===== src/rtl/pipe_ctrl_pkg.sv =====
// Shared types and constants for the pipeline sequencer and its forwarding units.
package pipe_ctrl_pkg;

    localparam int REG_W = 5;

    localparam logic [1:0] FWD_RF  = 2'd0;
    localparam logic [1:0] FWD_EXE = 2'd1;
    localparam logic [1:0] FWD_MEM = 2'd2;
    localparam logic [1:0] FWD_WB  = 2'd3;

    typedef struct packed {
        logic             valid;
        logic             wen;
        logic             is_load;
        logic [REG_W-1:0] dest;
    } stage_t;

    // A stage produces the operand only if it holds a live instruction that writes
    // a non-zero register matching the source.
    function automatic logic stage_match(input stage_t s, input logic [REG_W-1:0] src,
                                         input logic use_src);
        return use_src & s.valid & s.wen & (s.dest == src) & (src != '0);
    endfunction

endpackage


===== src/rtl/fwd_sel_unit.sv =====
// Per-operand forwarding select and load-use detection for the ID stage.
module fwd_sel_unit
    import pipe_ctrl_pkg::*;
(
    input  logic [REG_W-1:0] src,
    input  logic             use_src,
    input  stage_t           exe,
    input  stage_t           mem,
    input  stage_t           wb,
    output logic [1:0]       sel,
    output logic             load_use
);

    logic m_exe;
    logic m_mem;
    logic m_wb;

    assign m_exe = stage_match(exe, src, use_src);
    assign m_mem = stage_match(mem, src, use_src);
    assign m_wb  = stage_match(wb,  src, use_src);

    // Youngest producer wins; a load in EXE cannot forward yet, so ID stalls instead.
    always_comb begin
        sel      = FWD_RF;
        load_use = m_exe & exe.is_load;
        if (m_exe) begin
            sel = exe.is_load ? FWD_RF : FWD_EXE;
        end else if (m_mem) begin
            sel = FWD_MEM;
        end else if (m_wb) begin
            sel = FWD_WB;
        end
    end

endmodule


===== src/rtl/pipe_hazard_ctrl.sv =====
// Five-stage pipeline sequencer: stage valid bits, allowin handshake, register
// enables, load-use stall, ID forwarding selects and a stall performance counter.
module pipe_hazard_ctrl
    import pipe_ctrl_pkg::*;
#(
    parameter int REG_W = 5,
    parameter int CNT_W = 32
) (
    input  logic             clk,
    input  logic             rst,
    input  logic [REG_W-1:0] id_rs,
    input  logic [REG_W-1:0] id_rt,
    input  logic             id_use_rs,
    input  logic             id_use_rt,
    input  logic [REG_W-1:0] id_dest,
    input  logic             id_wen,
    input  logic             id_is_load,
    input  logic             exe_busy,
    output logic             inst_req,
    output logic             pc_en,
    output logic             if2id_en,
    output logic             id2exe_en,
    output logic             exe2mem_en,
    output logic             mem2wb_en,
    output logic             id_valid,
    output logic             exe_valid,
    output logic             mem_valid,
    output logic             wb_valid,
    output logic             rf_wen_gate,
    output logic [1:0]       fwd_rs_sel,
    output logic [1:0]       fwd_rt_sel,
    output logic [CNT_W-1:0] stall_cnt
);

    stage_t     exe_s;
    stage_t     mem_s;
    stage_t     wb_s;
    logic       fs_valid;

    logic       load_use_rs;
    logic       load_use_rt;
    logic       load_use;
    logic [1:0] rs_sel;
    logic [1:0] rt_sel;

    logic       wb_allowin;
    logic       mem_allowin;
    logic       exe_ready;
    logic       exe_allowin;
    logic       id_ready;
    logic       id_allowin;
    logic       stall_cond;

    fwd_sel_unit u_fwd_rs (
        .src      (id_rs),
        .use_src  (id_use_rs),
        .exe      (exe_s),
        .mem      (mem_s),
        .wb       (wb_s),
        .sel      (rs_sel),
        .load_use (load_use_rs)
    );

    fwd_sel_unit u_fwd_rt (
        .src      (id_rt),
        .use_src  (id_use_rt),
        .exe      (exe_s),
        .mem      (mem_s),
        .wb       (wb_s),
        .sel      (rt_sel),
        .load_use (load_use_rt)
    );

    assign load_use  = load_use_rs | load_use_rt;
    assign exe_valid = exe_s.valid;
    assign mem_valid = mem_s.valid;
    assign wb_valid  = wb_s.valid;

    // Backpressure chain from WB toward fetch; all enables are held off during reset.
    always_comb begin
        wb_allowin  = 1'b1;
        mem_allowin = ~mem_s.valid | wb_allowin;
        exe_ready   = ~exe_busy;
        exe_allowin = ~exe_s.valid | (exe_ready & mem_allowin);
        id_ready    = ~load_use;
        id_allowin  = ~id_valid | (id_ready & exe_allowin);
        stall_cond  = (id_valid & ~id_ready) | (exe_s.valid & exe_busy);

        inst_req    = ~rst;
        pc_en       = ~rst & fs_valid & id_allowin;
        if2id_en    = ~rst & fs_valid & id_allowin;
        id2exe_en   = ~rst & id_valid & id_ready & exe_allowin;
        exe2mem_en  = ~rst & exe_s.valid & exe_ready & mem_allowin;
        mem2wb_en   = ~rst & mem_s.valid;
        rf_wen_gate = ~rst & wb_s.valid & wb_s.wen;
        fwd_rs_sel  = rst ? FWD_RF : rs_sel;
        fwd_rt_sel  = rst ? FWD_RF : rt_sel;
    end

    // Valid bits, destination tracking and the stall counter.
    always_ff @(posedge clk) begin
        if (rst) begin
            fs_valid  <= 1'b0;
            id_valid  <= 1'b0;
            exe_s     <= '0;
            mem_s     <= '0;
            wb_s      <= '0;
            stall_cnt <= '0;
        end else begin
            fs_valid <= 1'b1;
            if (id_allowin) begin
                id_valid <= fs_valid;
            end
            if (exe_allowin) begin
                exe_s.valid <= id_valid & id_ready;
            end
            if (id2exe_en) begin
                exe_s.wen     <= id_wen;
                exe_s.is_load <= id_is_load;
                exe_s.dest    <= id_dest;
            end
            if (mem_allowin) begin
                mem_s.valid <= exe_s.valid & exe_ready;
            end
            if (exe2mem_en) begin
                mem_s.wen     <= exe_s.wen;
                mem_s.is_load <= exe_s.is_load;
                mem_s.dest    <= exe_s.dest;
            end
            wb_s.valid <= mem_s.valid;
            if (mem2wb_en) begin
                wb_s.wen     <= mem_s.wen;
                wb_s.is_load <= mem_s.is_load;
                wb_s.dest    <= mem_s.dest;
            end
            if (stall_cond) begin
                stall_cnt <= stall_cnt + CNT_W'(1);
            end
        end
    end

endmodule


===== config.mk =====
export PLATFORM = sky130hd
export DESIGN_NAME = pipe_hazard_ctrl
export DESIGN_NICKNAME = d
export VERILOG_FILES = /design/src/rtl/pipe_ctrl_pkg.sv /design/src/rtl/fwd_sel_unit.sv /design/src/rtl/pipe_hazard_ctrl.sv
export SDC_FILE = /design/constraint.sdc
export NUM_CORES = 1
export LEC_CHECK = 0
export CELL_PAD_IN_SITES_DETAIL_PLACEMENT = 1
export CELL_PAD_IN_SITES_GLOBAL_PLACEMENT = 1
export CORE_MARGIN = 4
export CORE_UTILIZATION = 39
export CTS_CLUSTER_DIAMETER = 100
export CTS_CLUSTER_SIZE = 10
export DETAILED_ROUTE_END_ITERATION = 8
export PLACE_DENSITY = 0.83
export SLEW_MARGIN = 40
export SYNTH_ARGS = -nofsm -noshare
export SYNTH_HDL_FRONTEND = slang
export SYNTH_SLANG_ARGS = --single-unit
export TNS_END_PERCENT = 50

===== constraint.sdc =====
create_clock -name clk -period 5.2 [get_ports clk]
set_input_delay 1.56 -clock clk [delete_from_list [all_inputs] [get_ports clk]]
set_output_delay 1.56 -clock clk [all_outputs]
set_load 0.02 [all_outputs]

==> impl_metrics.ini, run 1 <==
[timing]
finalClockSkew_ns = 0.0206
final_hold_viol_count = 0
timing.final.crit_period_ns = 5.16
holdWs_ns = 0.475
timing.slew.headroom_pct = 49.1
final-setup-viol-count = 0
actual_transition_at_the_worst_max_transition_pin_ns = 0.761
layout_worst_path_cycle_share_pct = 99.2
final_max_slew_viol_count = 0
achievable-frequency_mhz = 194

[global_route]
top_usage_layer = met2
grt_pass1_wl_um = 15700
globalRouteTotalUtil_pct = 19.1
global_route.usage.met1_pct = 22.3
globalRouteMet3Util_pct = 3.46
number_of_antenna_violations_at_the_first_check_in_global_routing = 0
gr-usage-met2_pct = 35.1
grt-ovfl-total = 0
grt_max_degree = 44
grt_pass1_vias = 3207

[cts]
clock_tree.root_cell = clkbuf_8
cts.reportedPaths.clkPinSlew_ns = 0.09
cts_hold_buf = 0
cts.repair_timing.setup_buffer_count = 0
clock-sinks = 56
cts_tree = built
numCtsBuffers = 5
h-tree-depth = 2
clkLatencyLatePin_ns = 0.32
ctsLongestPathBuffers = 2

[placed_design]
detailedPlacementHpwl_um = 6980
numPortBuffers = 68
gp_routability_congestion = 0.873

[logic_synthesis]
synthesized_area_fraction_occupied_by_xor_and_xnor_cells_pct = 7.86
ys_async_sr_fraction_pct = 0
synth.yosys.seq_area_share_pct = 33.5
yosys.area_share.adder_pct = 0.374
synth_enable_flop_cells = 0
netlist_area_um2 = 3340
yosysWarningCount = 0
dominantRegCellSynth = dfxtp_1
synth.distinct_cells = 45
synthMuxAreaShare_pct = 16.5
synthesis.area_per_instance_um2 = 8.98
synth-simple-area-share_pct = 26.3
synthesis.instances = 372
synth_fp_nets = 395
synth_compound_gate_area_share_pct = 11.3
combinational_family_with_the_most_area_after_synthesis = simple AND/OR/NAND/NOR gates
yosys_register_bits = 56

[critical_path]
critical_path.max_fanout = 3
setup.reg_to_reg.worst_slack_ns = 2.47
worst_setup_path_start_kind = primary input
cpLargestDelayFamily = simple AND/OR/NAND/NOR gates
critPathSlowestCell = or4_1
timing.reg2reg.worst_path_depth = 8
worstPathRequired_ns = 3.64
crit_path_end_kind = output port
biggest_cell_delay_along_the_critical_path_ns = 0.58
worstReg2RegStart = exe_s[3]
timing.rr.end = stall_cnt[14]
timing.critical_path.cells = clkdlybuf4s50_1, buf_4, xnor2_1, nand4_1, or4_1, nor3b_2, a21oi_1, nor2_1, buf_4
worst-path-buf-inv = 3
critical_path_arrival_ns = 3.60
critical-path-top-cell-by-count = buf_4
timing.setup.critical_path_class = in2out

[power_and_ir_drop]
reported_leakage_power_nw = 1.54
internal_mw = 0.628
power_frac_clock_pct = 35.4
switching_share_pct = 24.9
power_share_of_the_sequential_group_pct = 53.1
ir_drop_v = 0.000109
switchingPower_mw = 0.208
power.total_mw = 0.837
share_of_power_burned_in_combinational_logic_pct = 11.5
power-per-cell-area_nw_per_um2 = 194

[route]
post-route-drc-count = 0
routed_wl_um = 9340
post_drt_wl_per_cell_um = 17.0
antenna_left = 0
dr.pass1.iters = 4
drc_violation_total_after_the_first_tritonroute_iteration = 125
route.detailed.vias_per_inst = 5.49
dr_total_vias = 3020

[cells_and_area]
final_layout_size_suffix_gt1_share_pct = 20.7
antenna_cell_count = 0
fill_cells = 983
commonest_non_fill_non_tap_cell_in_the_layout = clkdlybuf4s50_1
sequential_cell_area_um2 = 1120
area_occupied_by_multi_input_gates_um2 = 2130
finish.utilization_pct = 52.3
num-nets-final = 467
layout.cells.most_common_list = clkdlybuf4s50_1, dfxtp_1, nor2_1, nor2b_1, mux2_2
area_delta_synth_final_pct = 29.2

[hold_path]
min_path_cells = 1
worst_hold_startpoint = fs_valid
hp-class = reg2reg
min_to = id_valid

[floorplan]
design.portCount = 69
die_x_um = 101
floorplan.die.height_um = 101
design.core.area_um2 = 8260
die_area_um2 = 10100
rows = 33
starting_density_of_the_core_pct = 40.5

[run_status]
status = completed

[job]
max_cap_violations = 0
==> final cells by class <==
class / count / area share [%]
clock inverters: 2 / 0.898
inverters: 3 / 0.261
multi-input cells: 289 / 49.4
flip-flops and latches: 56 / 26.0
well taps: 105 / 3.04
repair buffers: 89 / 18.7
clock buffers: 6 / 1.68
==> kinds of logic after synthesis <==
kind of cell | count (synthesis)
flip-flops | 56
buffers and inverters | 27
AO/OA/AOI/OAI | 47
adder cells (fa/ha/maj) | 1
AND/OR/NAND/NOR | 163
multiplexers | 48
XOR/XNOR | 30
==> through the flow <==
step / instances / worst slack [ns] / area (µm²) / setup TNS (ns)
after floorplan: 372 / 0.0549 / 3340 / 0
after global placement: 542 / -0.408 / 4180 / -2.23
after detailed placement: 542 / -0.428 / 4180 / -2.46
after CTS: 550 / -0.133 / 4300 / -0.328
after global routing: 550 / -0.0371 / 4320 / -0.0371
final: 550 / 0.0433 / 4320 / 0
==> flip-flops by register name, indices dropped and copies added, names as in the netlist <==
signal	flops
mem_valid	1
exe_s	7
exe_valid	1
id_valid	1
stall_cnt	32
wb_s	6
mem_s	6
fs_valid	1
wb_valid	1
==> repair_timing <==
action                     4_1_cts  5_1_grt
pin swaps                        0        3
setup endpoints to repair        7        6
resized for setup               18       19
==> layer usage <==
layer	up-vias	part of all wire, %
met5	-	0
met4	0	2.0
met3	15	4.0
met2	68	52
met1	1480	42
li1	1457	-
==> worst max-delay path by stage <==
stage,start,to,slack [ns],depth (start not counted)
6_report,id_rt[2],fwd_rt_sel[0],0.04,9
5_1_grt,id_rt[2],fwd_rt_sel[0],-0.04,9
4_1_cts,id_rt[1],pc_en,-0.13,8
3_5_place_dp,id_rt[1],pc_en,-0.43,8
3_3_place_gp,id_rt[0],pc_en,-0.41,8
2_1_floorplan,id_rt[0],pc_en,0.05,7
==> Yosys cell counts, types with 3 or more instances <==
cell       number  area [µm²]
nand3_1        18        90.1
buf_2           5        25.0
and4_1          3        26.3
a211oi_1        9        67.6
or4_1           4        30.0
inv_1           3        11.3
and3_1          4        25.0
mux2_4          7         105
nor2_1         49         184
xor2_1          6        52.6
mux2_2         24         270
mux2_1          6        67.6
a21oi_2         7        61.3
and2_1          5        31.3
nor2b_1        38         238
clkbuf_1       14        52.6
a21oi_1        11        55.1
xnor2_1        24         210
a2111oi_2       5        75.1
dfxtp_1        56        1120
o21ai_0         3        15.0
nand2_1        13        48.8
mux2i_1        11         110
nor3_1          3        15.0
nand4_1        17         106
==> power groups by stage <==
stage,Sequential [mW],Combinational [mW],Clock (mW)
2_1_floorplan,0.451,0.0495,0
3_3_place_gp,0.454,0.0903,0
3_5_place_dp,0.454,0.0944,0
4_1_cts,0.444,0.0947,0.306
5_1_grt,0.445,0.104,0.321
6_report,0.444,0.0964,0.296
No activity file was read; power rests on OpenSTA's default activity.
==> run 2: changes to the inputs <==
--- a/config.mk
+++ b/config.mk
@@ -17,4 +17,3 @@
 export SYNTH_ARGS = -nofsm -noshare
 export SYNTH_HDL_FRONTEND = slang
 export SYNTH_SLANG_ARGS = --single-unit
-export TNS_END_PERCENT = 50
==> run 2 against run 1 <==
Net effect: largest power group unchanged; maximum frequency is 0.13% lower; highest routed layer unchanged; sequential cell count stayed put; final cell count stayed put; utilization is 0.076 points lower; critical path type unchanged; die area stayed put; clock skew hardly changed.
==> impl_metrics.ini, run 2 (synthesized netlist as in run 1, its figures left out) <==
[hold_path]
min_path_cells = 1
min_to = id_valid
hp-class = reg2reg
worst_hold_startpoint = fs_valid

[cells_and_area]
largest_register_ffs = 32
layout.cells.most_common_list = clkdlybuf4s50_1, dfxtp_1, nor2_1, nor2b_1, mux2_2
max_flop_register = stall_cnt
antenna_cell_count = 0
final_layout_size_suffix_gt1_share_pct = 20.4
fill_cells = 982
layout.cell_area.non_filler_um2 = 4310
area_delta_synth_final_pct = 29.1
reg.largest.list = stall_cnt x32, exe_s x7
num-nets-final = 467
commonest_non_fill_non_tap_cell_in_the_layout = clkdlybuf4s50_1

[global_route]
grt_pass1_wl_um = 15600
globalRouteTotalUtil_pct = 19.1
grt_max_degree = 44
grt_pass1_vias = 3205
number_of_antenna_violations_at_the_first_check_in_global_routing = 0
grt-ovfl-total = 0

[floorplan]
design.portCount = 69
die_x_um = 101
design.core.area_um2 = 8260
floorplan.die.height_um = 101
die_area_um2 = 10100
rows = 33
starting_density_of_the_core_pct = 40.5

[critical_path]
critical_path.max_fanout = 3
timing.reg2reg.worst_path_depth = 8
timing.rr.end = stall_cnt[14]
setup.reg_to_reg.worst_slack_ns = 2.47
timing.setup.critical_path_class = in2out
critical_path_arrival_ns = 3.60
worstReg2RegStart = exe_s[3]
crit_path_end_kind = output port
worst_setup_path_start_kind = primary input
worstPathRequired_ns = 3.64

[timing]
timing.final.crit_period_ns = 5.16
final_max_slew_viol_count = 0
final_critical_path_setup_slack_ns = 0.0366
finalClockSkew_ns = 0.0208
holdWs_ns = 0.475
final-setup-viol-count = 0
final_hold_viol_count = 0
timing.slew.headroom_pct = 49.9
achievable-frequency_mhz = 194
actual_transition_at_the_worst_max_transition_pin_ns = 0.749
layout_worst_path_cycle_share_pct = 99.3
totalNegativeSetupSlack_ns = 0

[placed_design]
detailedPlacementHpwl_um = 6980
gp_routability_congestion = 0.873
pre_cts_slack_ns = -0.428
post_dp_cell_area_um2 = 4180
numPortBuffers = 68

[route]
routed_wl_um = 9280
dr.pass1.iters = 4
drc_violation_total_after_the_first_tritonroute_iteration = 134
dr_total_vias = 2989
route.detailed.vias_per_inst = 5.43
antenna_left = 0
post-route-drc-count = 0
post_drt_wl_per_cell_um = 16.9

[run_status]
status = completed

[cts]
cts_tree = built
numCtsBuffers = 5
cts_hold_buf = 0
h-tree-depth = 2
cts.repair_timing.setup_buffer_count = 0
cts.reportedPaths.clkPinSlew_ns = 0.09
clkLatencyLatePin_ns = 0.32
ctsLongestPathBuffers = 2
clock_tree.root_cell = clkbuf_8
clock-sinks = 56

[job]
max_cap_violations = 0

[power_and_ir_drop]
ir_drop_v = 0.000109
reported_leakage_power_nw = 1.53
power-per-cell-area_nw_per_um2 = 194
[run 2: cell types whose count changed in the layout (fill, tap and decap cells not counted)]
cell | previous run | this run
buf_4 | 23 | 22
or4_4 | 2 | 1
or4_1 | 2 | 3
buf_2 | 4 | 5
[run 2: metal layers]
layer	wire length [µm]	part of all wire (%)	GRT usage, %
met5	0	0	0
met4	162	1.7	6.22
met3	378	4.1	3.39
met2	4880	53	35.1
met1	3860	42	22.3
[run 2: worst max path at each step]
stage	to	startpoint	slack (ns)	depth (start not counted)
6_report	fwd_rt_sel[0]	id_rt[2]	0.04	9
3_3_place_gp	pc_en	id_rt[0]	-0.41	8
4_1_cts	pc_en	id_rt[1]	-0.13	8
2_1_floorplan	pc_en	id_rt[0]	0.05	7
5_1_grt	fwd_rt_sel[0]	id_rt[2]	-0.03	9
3_5_place_dp	pc_en	id_rt[1]	-0.43	8
[run 2: cell type report]
class / count / area, µm² / area share (%)
well taps: 105 / 131 / 3.05
repair buffers: 89 / 807 / 18.7
multi-input cells: 289 / 2130 / 49.4
flip-flops and latches: 56 / 1120 / 26.0
clock buffers: 6 / 72.6 / 1.68
inverters: 3 / 11.3 / 0.261
clock inverters: 2 / 38.8 / 0.899
[run 2: where the power goes]
part | total, mW | internal (mW) | switching (mW) | leakage, nW
Sequential | 0.444 | 0.434 | 0.00957 | 0.453
Combinational | 0.0959 | 0.0478 | 0.0481 | 1.03
Clock | 0.297 | 0.146 | 0.151 | 0.0558
[run 2: critical path: stages]
cell and delay (ns):
clkdlybuf4s50_1 0.42, buf_4 0.16, xnor2_1 0.22, nand4_1 0.12, or4_1 0.58, nor3b_2 0.19
a21oi_1 0.06, nor2_1 0.13, buf_4 0.17
[run 2: what timing repair did]
item / CTS / global route
pin swaps: 1 / 2
resized for setup: 20 / 15
endpoints found under the setup margin: 7 / 6
[run 2: metrics by stage]
step | util, % | power (mW) | std cells
2_1_floorplan | - | 0.501 | 372
3_3_place_gp | 50.7 | 0.544 | 542
3_5_place_dp | 50.7 | 0.548 | 542
4_1_cts | 51.9 | 0.844 | 550
5_1_grt | 52.2 | 0.870 | 550
6_report | 52.2 | 0.836 | 550
==> run 3: changes to the inputs <==
--- a/config.mk
+++ b/config.mk
@@ -5,6 +5,7 @@
 export SDC_FILE = /design/constraint.sdc
 export NUM_CORES = 1
 export LEC_CHECK = 0
+export CAP_MARGIN = 20
 export CELL_PAD_IN_SITES_DETAIL_PLACEMENT = 1
 export CELL_PAD_IN_SITES_GLOBAL_PLACEMENT = 1
 export CORE_MARGIN = 4
@@ -12,6 +13,7 @@
 export CTS_CLUSTER_DIAMETER = 100
 export CTS_CLUSTER_SIZE = 10
 export DETAILED_ROUTE_END_ITERATION = 8
+export HOLD_SLACK_MARGIN = 0.08
 export PLACE_DENSITY = 0.83
 export SLEW_MARGIN = 40
 export SYNTH_ARGS = -nofsm -noshare
==> results of run 3 <==
Same layout as run 2: the final DEF is identical, and so are final timing and power.
